--- src/rtl/clb_column_pipe.sv ---
// clb_column_pipe: CELLS ALU/shift cells with double-buffered config; optional CLB_SAT_EN makes add/sub signed-saturating with sat_flag.
// Latency: 2 cycles from in_valid&in_ready to out_valid (operand mux stage, execute stage); 1 result per cycle.
// Backpressure: out_ready=0 holds out_bus/out_valid; stage 1 then fills and in_ready drops (never combinational on in_valid).
module clb_column_pipe #(
  parameter int WIDTH = 32,
  parameter int CELLS = 4,
  parameter int SHW   = $clog2(WIDTH)
) (
  input  logic                   clk,
  input  logic                   rst_n,
  input  logic [8*WIDTH-1:0]     in_bus,
  input  logic                   in_valid,
  output logic                   in_ready,
  output logic [CELLS*WIDTH-1:0] out_bus,
  output logic                   out_valid,
  input  logic                   out_ready,
  input  logic                   cfg_wr,
  input  logic [3:0]             cfg_addr,
  input  logic [9:0]             cfg_data,
  input  logic                   cfg_commit,
  output logic                   cfg_err
`ifdef CLB_SAT_EN
  ,
  output logic [CELLS-1:0]       sat_flag
`endif
);

  typedef struct packed {
    logic       bypass;
    logic [2:0] sel0;
    logic [2:0] sel1;
    logic [2:0] op;
  } cfg_t;

`ifdef CLB_SAT_EN
  localparam logic [WIDTH-1:0] SMAX = {1'b0, {(WIDTH-1){1'b1}}};
  localparam logic [WIDTH-1:0] SMIN = {1'b1, {(WIDTH-1){1'b0}}};
`endif

  // Reset config: every cell bypasses input c%8 so the column is a plain passthrough.
  function automatic cfg_t cfg_rst(input int c);
    cfg_t r;
    r.bypass = 1'b1;
    r.sel0   = 3'(c % 8);
    r.sel1   = 3'd0;
    r.op     = 3'd0;
    return r;
  endfunction

`ifdef CLB_SAT_EN
  // Signed overflow of the add/sub ops; other ops never saturate.
  function automatic logic cell_ovf(input logic [WIDTH-1:0] a, input logic [WIDTH-1:0] b,
                                    input logic [2:0] op, input logic byp);
    logic [WIDTH-1:0] sum;
    logic [WIDTH-1:0] dif;
    logic             ovf;
    sum = a + b;
    dif = a - b;
    ovf = 1'b0;
    if (!byp && op == 3'b000)
      ovf = (a[WIDTH-1] == b[WIDTH-1]) && (sum[WIDTH-1] != a[WIDTH-1]);
    else if (!byp && op == 3'b001)
      ovf = (a[WIDTH-1] != b[WIDTH-1]) && (dif[WIDTH-1] != a[WIDTH-1]);
    return ovf;
  endfunction
`endif

  // One cell's execute function; shift amount uses only the low SHW bits of b.
  function automatic logic [WIDTH-1:0] cell_exec(input logic [WIDTH-1:0] a, input logic [WIDTH-1:0] b,
                                                 input logic [2:0] op, input logic byp);
    logic [WIDTH-1:0] r;
    logic [SHW-1:0]   sh;
    sh = b[SHW-1:0];
    r  = a;
    if (!byp) begin
      case (op)
        3'b000:  r = a + b;
        3'b001:  r = a - b;
        3'b010:  r = a & b;
        3'b011:  r = a | b;
        3'b100:  r = a ^ b;
        3'b101:  r = a << sh;
        3'b110:  r = a >> sh;
        default: r = $unsigned($signed(a) >>> sh);
      endcase
    end
`ifdef CLB_SAT_EN
    // Clamp toward the sign of a: overflow only happens when a carries the dominant sign.
    if (cell_ovf(a, b, op, byp))
      r = a[WIDTH-1] ? SMIN : SMAX;
`endif
    return r;
  endfunction

  cfg_t shadow_q [CELLS];
  cfg_t shadow_d [CELLS];
  cfg_t active_q [CELLS];
  cfg_t active_d [CELLS];
  logic cfg_err_q, cfg_err_d;
  logic cfg_oor;

  logic [WIDTH-1:0] in_arr   [8];
  logic             s1_valid_q, s1_valid_d;
  logic [WIDTH-1:0] s1_a_q   [CELLS];
  logic [WIDTH-1:0] s1_a_d   [CELLS];
  logic [WIDTH-1:0] s1_b_q   [CELLS];
  logic [WIDTH-1:0] s1_b_d   [CELLS];
  logic [2:0]       s1_op_q  [CELLS];
  logic [2:0]       s1_op_d  [CELLS];
  logic [CELLS-1:0] s1_byp_q, s1_byp_d;

  logic                   out_valid_q, out_valid_d;
  logic [CELLS*WIDTH-1:0] out_bus_q, out_bus_d;
`ifdef CLB_SAT_EN
  logic [CELLS-1:0]       sat_q, sat_d;
`endif

  logic s1_advance;
  logic accept;

  // Unpack the eight operand lanes.
  always_comb begin
    for (int k = 0; k < 8; k++)
      in_arr[k] = in_bus[k*WIDTH +: WIDTH];
  end

  // Shadow writes and atomic commit; a same-cycle write is folded into the commit.
  always_comb begin
    shadow_d = shadow_q;
    active_d = active_q;
    cfg_oor  = ({1'b0, cfg_addr} >= 5'(CELLS));
    for (int c = 0; c < CELLS; c++) begin
      if (cfg_wr && (cfg_addr == 4'(c)))
        shadow_d[c] = cfg_t'(cfg_data);
    end
    if (cfg_commit)
      active_d = shadow_d;
    cfg_err_d = cfg_err_q | (cfg_wr & cfg_oor);
  end

  // Config state registers.
  always_ff @(posedge clk or negedge rst_n) begin
    if (!rst_n) begin
      for (int c = 0; c < CELLS; c++) begin
        shadow_q[c] <= cfg_rst(c);
        active_q[c] <= cfg_rst(c);
      end
      cfg_err_q <= 1'b0;
    end else begin
      shadow_q  <= shadow_d;
      active_q  <= active_d;
      cfg_err_q <= cfg_err_d;
    end
  end

  // Handshake: stage 1 moves on whenever stage 2 is empty or draining this cycle.
  always_comb begin
    s1_advance = s1_valid_q & (~out_valid_q | out_ready);
    in_ready   = ~s1_valid_q | s1_advance;
    accept     = in_valid & in_ready;
  end

  // Stage 1: operand mux, capturing the active config alongside the data.
  always_comb begin
    s1_valid_d = s1_valid_q;
    s1_a_d     = s1_a_q;
    s1_b_d     = s1_b_q;
    s1_op_d    = s1_op_q;
    s1_byp_d   = s1_byp_q;
    if (accept) begin
      s1_valid_d = 1'b1;
      for (int c = 0; c < CELLS; c++) begin
        s1_a_d[c]   = in_arr[active_q[c].sel0];
        s1_b_d[c]   = in_arr[active_q[c].sel1];
        s1_op_d[c]  = active_q[c].op;
        s1_byp_d[c] = active_q[c].bypass;
      end
    end else if (s1_advance) begin
      s1_valid_d = 1'b0;
    end
  end

  // Stage 2: execute and register results; held while downstream stalls.
  always_comb begin
    out_valid_d = out_valid_q;
    out_bus_d   = out_bus_q;
`ifdef CLB_SAT_EN
    sat_d       = sat_q;
`endif
    if (s1_advance) begin
      out_valid_d = 1'b1;
      for (int c = 0; c < CELLS; c++) begin
        out_bus_d[c*WIDTH +: WIDTH] = cell_exec(s1_a_q[c], s1_b_q[c], s1_op_q[c], s1_byp_q[c]);
`ifdef CLB_SAT_EN
        sat_d[c] = cell_ovf(s1_a_q[c], s1_b_q[c], s1_op_q[c], s1_byp_q[c]);
`endif
      end
    end else if (out_valid_q && out_ready) begin
      out_valid_d = 1'b0;
    end
  end

  // Pipeline state registers; reset drops anything in flight.
  always_ff @(posedge clk or negedge rst_n) begin
    if (!rst_n) begin
      s1_valid_q  <= 1'b0;
      s1_byp_q    <= '0;
      for (int c = 0; c < CELLS; c++) begin
        s1_a_q[c]  <= '0;
        s1_b_q[c]  <= '0;
        s1_op_q[c] <= '0;
      end
      out_valid_q <= 1'b0;
      out_bus_q   <= '0;
`ifdef CLB_SAT_EN
      sat_q       <= '0;
`endif
    end else begin
      s1_valid_q  <= s1_valid_d;
      s1_a_q      <= s1_a_d;
      s1_b_q      <= s1_b_d;
      s1_op_q     <= s1_op_d;
      s1_byp_q    <= s1_byp_d;
      out_valid_q <= out_valid_d;
      out_bus_q   <= out_bus_d;
`ifdef CLB_SAT_EN
      sat_q       <= sat_d;
`endif
    end
  end

  assign out_bus   = out_bus_q;
  assign out_valid = out_valid_q;
  assign cfg_err   = cfg_err_q;
`ifdef CLB_SAT_EN
  assign sat_flag  = sat_q;
`endif

endmodule

--- config.mk ---
export PLATFORM = sky130hd
export DESIGN_NAME = clb_column_pipe
export DESIGN_NICKNAME = d
export VERILOG_FILES = /design/src/rtl/clb_column_pipe.sv
export SDC_FILE = /design/constraint.sdc
export NUM_CORES = 2
export LEC_CHECK = 0
export CAP_MARGIN = 20
export CORE_MARGIN = 2
export CORE_UTILIZATION = 30
export CTS_CLUSTER_DIAMETER = 50
export DETAILED_ROUTE_END_ITERATION = 12
export SYNTH_ARGS = -nofsm -noshare
export SYNTH_HDL_FRONTEND = slang
export SYNTH_SLANG_ARGS = --single-unit
--- constraint.sdc ---
create_clock -name clk -period 15.7 [get_ports clk]
set_input_delay 1.57 -clock clk [delete_from_list [all_inputs] [get_ports clk]]
set_output_delay 1.57 -clock clk [all_outputs]
set_load 0.01 [all_outputs]
==> summary.txt <==
Drt
  – Initial DRC count: 9996
  – TritonRoute pass-1 iters: 7
  – Routed wire length: 377000 um
  – WL met2: roughly 160000 um
  – DR top layer: met5
  – Drt drc: 0
  – Vias per cell: 6.62
  – Routed met1 length: 142000 um
  – Metal3 WL: roughly 40000 um
  – Detail Route Antenna Nets: 0
  – Average wire per standard cell: between 30 and 40 um
  – Via count: between 60000 and 70000

Final layout
  – Storage element area: 0.0122 mm2
  – Final cell count without fillers: 10400
  – Final instance area: approximately 0.076 mm2
  – Synthesis-to-finish area growth: 15.8%
  – # fillers: 22200
  – Most common cell after layout, fill and taps aside: a21oi_1
  – Layout cells sized above 1: 17.9%
  – Final net count: 8088
  – Area of the multi-input gates: between 0.04 and 0.05 mm2
  – Most frequent cells in the layout: 918 x a21oi_1, 837 x nor2_1, 709 x mux4_2

Pwr
  – Maximum VDD drop: ~110 uV
  – PwrDens: 231 mW/mm2
  – Pwr Total: roughly 18 mW
  – Leakage: 29.7 nW

Global route
  – First-pass GRT wire length: between 500000 and 600000 um
  – Initial antenna violation count: 89
  – Global route overflow: 0
  – GRT Util Overall: 32.8%
  – Largest net degree at the start of global routing: 188
  – Vias in the first global route: 64700

Worst setup path
  – Slowest CP cell: o41ai_1
  – Worst path max stage delay: approximately 870 ps
  – Reg2reg path depth: 16
  – WP data required: 16350 ps
  – Arrival @ worst endpoint: between 6000 and 7000 ps
  – Worst setup path class: reg2reg
  – Worst Path Max Fanout: 31
  – Worst Path Buf+Inv: 2
  – Critical path launch point: s1_op_q[10]$_DFFE_PN0P_
  – Startpoint types: flip-flop
  – R2r startpoint: s1_op_q[10]$_DFFE_PN0P_
  – R2r setup slk: 9750 ps
  – CP Cell Sequence: buf_4, inv_1, nand2_1, nor2_1, nor2_1, xnor2_1, ha_1, nor2b_1, o31a_1, o41ai_1, nor3_1, or3_1, a21oi_1, xnor2_1, o2111ai_1, a221o_1
  – Worst r2r dst: out_bus[18]$_DFFE_PN0P_
  – Worst Setup End Kind: flip-flop
  – CP delay by family, top: simple AND/OR/NAND/NOR gates

Synth
  – Synth Instances: 7390
  – Simple-Gate Fraction of Synth Area: 11.8%
  – Mapped Area: 0.0658 mm2
  – Seq/Total Area, Yosys: roughly 18%
  – Post-synthesis async set-or-reset flop share: 100%
  – Syn Area/Cell: 8.90 um2
  – Ys Warns: 0
  – Syn Nets: 8058
  – Largest family of logic cells by synthesized area: multiplexers
  – Xor and xnor area share after synthesis: 2.60%
  – Synth Area in Compound Gates: 20.8%
  – Multiplexer area fraction after synthesis: 33.0%
  – Count of flip-flops with a built-in enable after synthesis: 0
  – Seq cells post-synth: 483
  – Post-synth top flop: dfrtp_1
  – Adder-Cell Fraction of Synth Area: 7.50%
  – Distinct cells, synth: 83

Placed design
  – Post-DP HPWL: 283000 um
  – Port bufs: 406
  – Placed cell area: 0.0726 mm2
  – Placed Cells: between 10000 and 15000
  – GPL Wtd Cong: about 1.1

Clock tree
  – Post-CTS Hold Fix Bufs: 0
  – Max Buffers Root-to-Sink: 3
  – Post_cts resized: 0
  – Worst-Skew Late Latency: a little under 800 ps
  – Clock sinks: 483
  – Root Driver: clkbuf_16
  – Worst-path clk slew: approximately 60 ps
  – H-tree depth: 3
  – Setup bufs post-CTS: 0
  – Num CTS Buffers: 93
  – CTS tree: built

Timing
  – Final hold slack: 470 ps
  – Sum Neg Setup Slack: 0 ps
  – Worst slew pin tran: 1300 ps
  – Fmax: about 170 MHz
  – Final Skew: 62.0 ps
  – Final setup vio count: 0
  – Worst rel slew slack: 12.0%
  – Final hold vios: 0
  – Unrepaired setup endpoints after global routing: no
  – Tcrit/Tclk final: 37.9%
  – Slew Viols, Final: 0
  – Post-layout min period: 5950 ps

Worst hold path
  – Cell depth of the worst hold path: 1
  – Hold path endpoint: cfg_err$_DFF_PN0_
  – HP Class: reg2reg
  – Hold_sp: cfg_err$_DFF_PN0_

Die
  – Io pins: roughly 410
  – Die Area: about 0.22 mm2
  – Initial Util: 30.2%
  – Chip Height: about 470 um
  – Die width: 472 um
  – FP Rows: roughly 170
  – Core footprint: approximately 0.22 mm2

Status
  – Outcome: complete, no violations

Flow run
  – Max-cap violations: 0
## metal layers
metal	track usage [%]	up-vias
met5	0	-
met4	23.7	60
met3	8.60	1156
met2	48.4	4917
met1	41.3	34400
li1	-	28300
## worst register-to-register path, stage by stage (launching register included)
cell and delay (ps):
dfrtp_1 350, buf_4 280, inv_1 560, nand2_1 730, nor2_1 530, nor2_1 90, xnor2_1 140, ha_1 350
nor2b_1 180, o31a_1 300, o41ai_1 870, nor3_1 200, or3_1 380, a21oi_1 170, xnor2_1 220, o2111ai_1 150
a221o_1 320
## where the power goes
group	leakage (nW)	internal, mW	switching (mW)
sequential	5.50	1.71	1.33
combinational	22.5	4.75	7.59
clock	1.64	1.35	0.885
total	29.7	7.80	9.81
## cells in the mapped netlist (23+ instances only)
cell / number / area share [%]
and3_1: 30 / 0.29
o21ai_0: 443 / 3.4
o221ai_1: 27 / 0.36
clkbuf_1: 520 / 3.0
xnor2_1: 162 / 2.2
mux4_2: 709 / 24
nand4_1: 36 / 0.34
nand2_1: 506 / 2.9
ha_1: 388 / 7.4
and2_1: 25 / 0.24
a22oi_1: 44 / 0.50
o311ai_0: 23 / 0.31
dfrtp_1: 467 / 18
o31ai_1: 44 / 0.50
a211oi_1: 100 / 1.1
mux2_2: 127 / 2.2
a21oi_1: 918 / 7.0
a221oi_1: 68 / 0.91
mux2i_1: 428 / 6.5
nand2b_1: 30 / 0.29
xor2_1: 31 / 0.41
a31oi_1: 78 / 0.74
buf_1: 152 / 0.87
or3_1: 25 / 0.24
o22ai_1: 51 / 0.49
inv_1: 308 / 1.8
nor2b_1: 26 / 0.25
nor3_1: 129 / 0.98
o211ai_1: 56 / 0.64
nand3_1: 109 / 0.83
nor2_1: 841 / 4.8
buf_2: 24 / 0.18
a21o_1: 72 / 0.82
o21a_1: 27 / 0.31
## per-stage QoR
step	utilization [%]	worst slack [ps]
global route	35.0	9570
floorplan	-	10700
global placement	33.4	9960
detailed placement	33.4	10000
finish	35.0	9750
CTS	34.9	10000
## sequential cells by signal, indices dropped and copies added (netlist names)
signal and cells:
active_q 40, s1_a_q 128, cfg_err 1, s1_op_q 12, out_bus 128, s1_b_q 128, s1_valid_q 1, shadow_q 40
s1_byp_q 4, out_valid 1
## cells by family after synthesis
family | after synthesis
AO/OA/AOI/OAI | 2224
XOR/XNOR | 194
adder cells (fa/ha/maj) | 392
buffers and inverters | 1015
flip-flops | 483
multiplexers | 1264
AND/OR/NAND/NOR | 1818
## layout make-up
type	count	share of cell area, %
clock inverter	68	1.20
timing repair buffer	632	7.61
antenna	52	0.171
multi-input combinational	5892	65.5
clock buffer	108	3.25
inverter	318	1.57
tap	2854	4.69
sequential	483	16.0
## worst max-delay path by stage
| stage | to | slack, ps | cells past startpoint |
|---|---|---|---|
| 2_1_floorplan | out_bus[94]$_DFFE_PN0P_ | 10700 | 23 |
| 3_5_place_dp | out_bus[18]$_DFFE_PN0P_ | 10000 | 16 |
| 6_report | out_bus[18]$_DFFE_PN0P_ | 9750 | 16 |
| 3_3_place_gp | out_bus[62]$_DFFE_PN0P_ | 9960 | 17 |
| 5_1_grt | out_bus[31]$_DFFE_PN0P_ | 9570 | 19 |
| 4_1_cts | out_bus[18]$_DFFE_PN0P_ | 10000 | 16 |
Note: power is estimated with default switching activity, not from simulation.
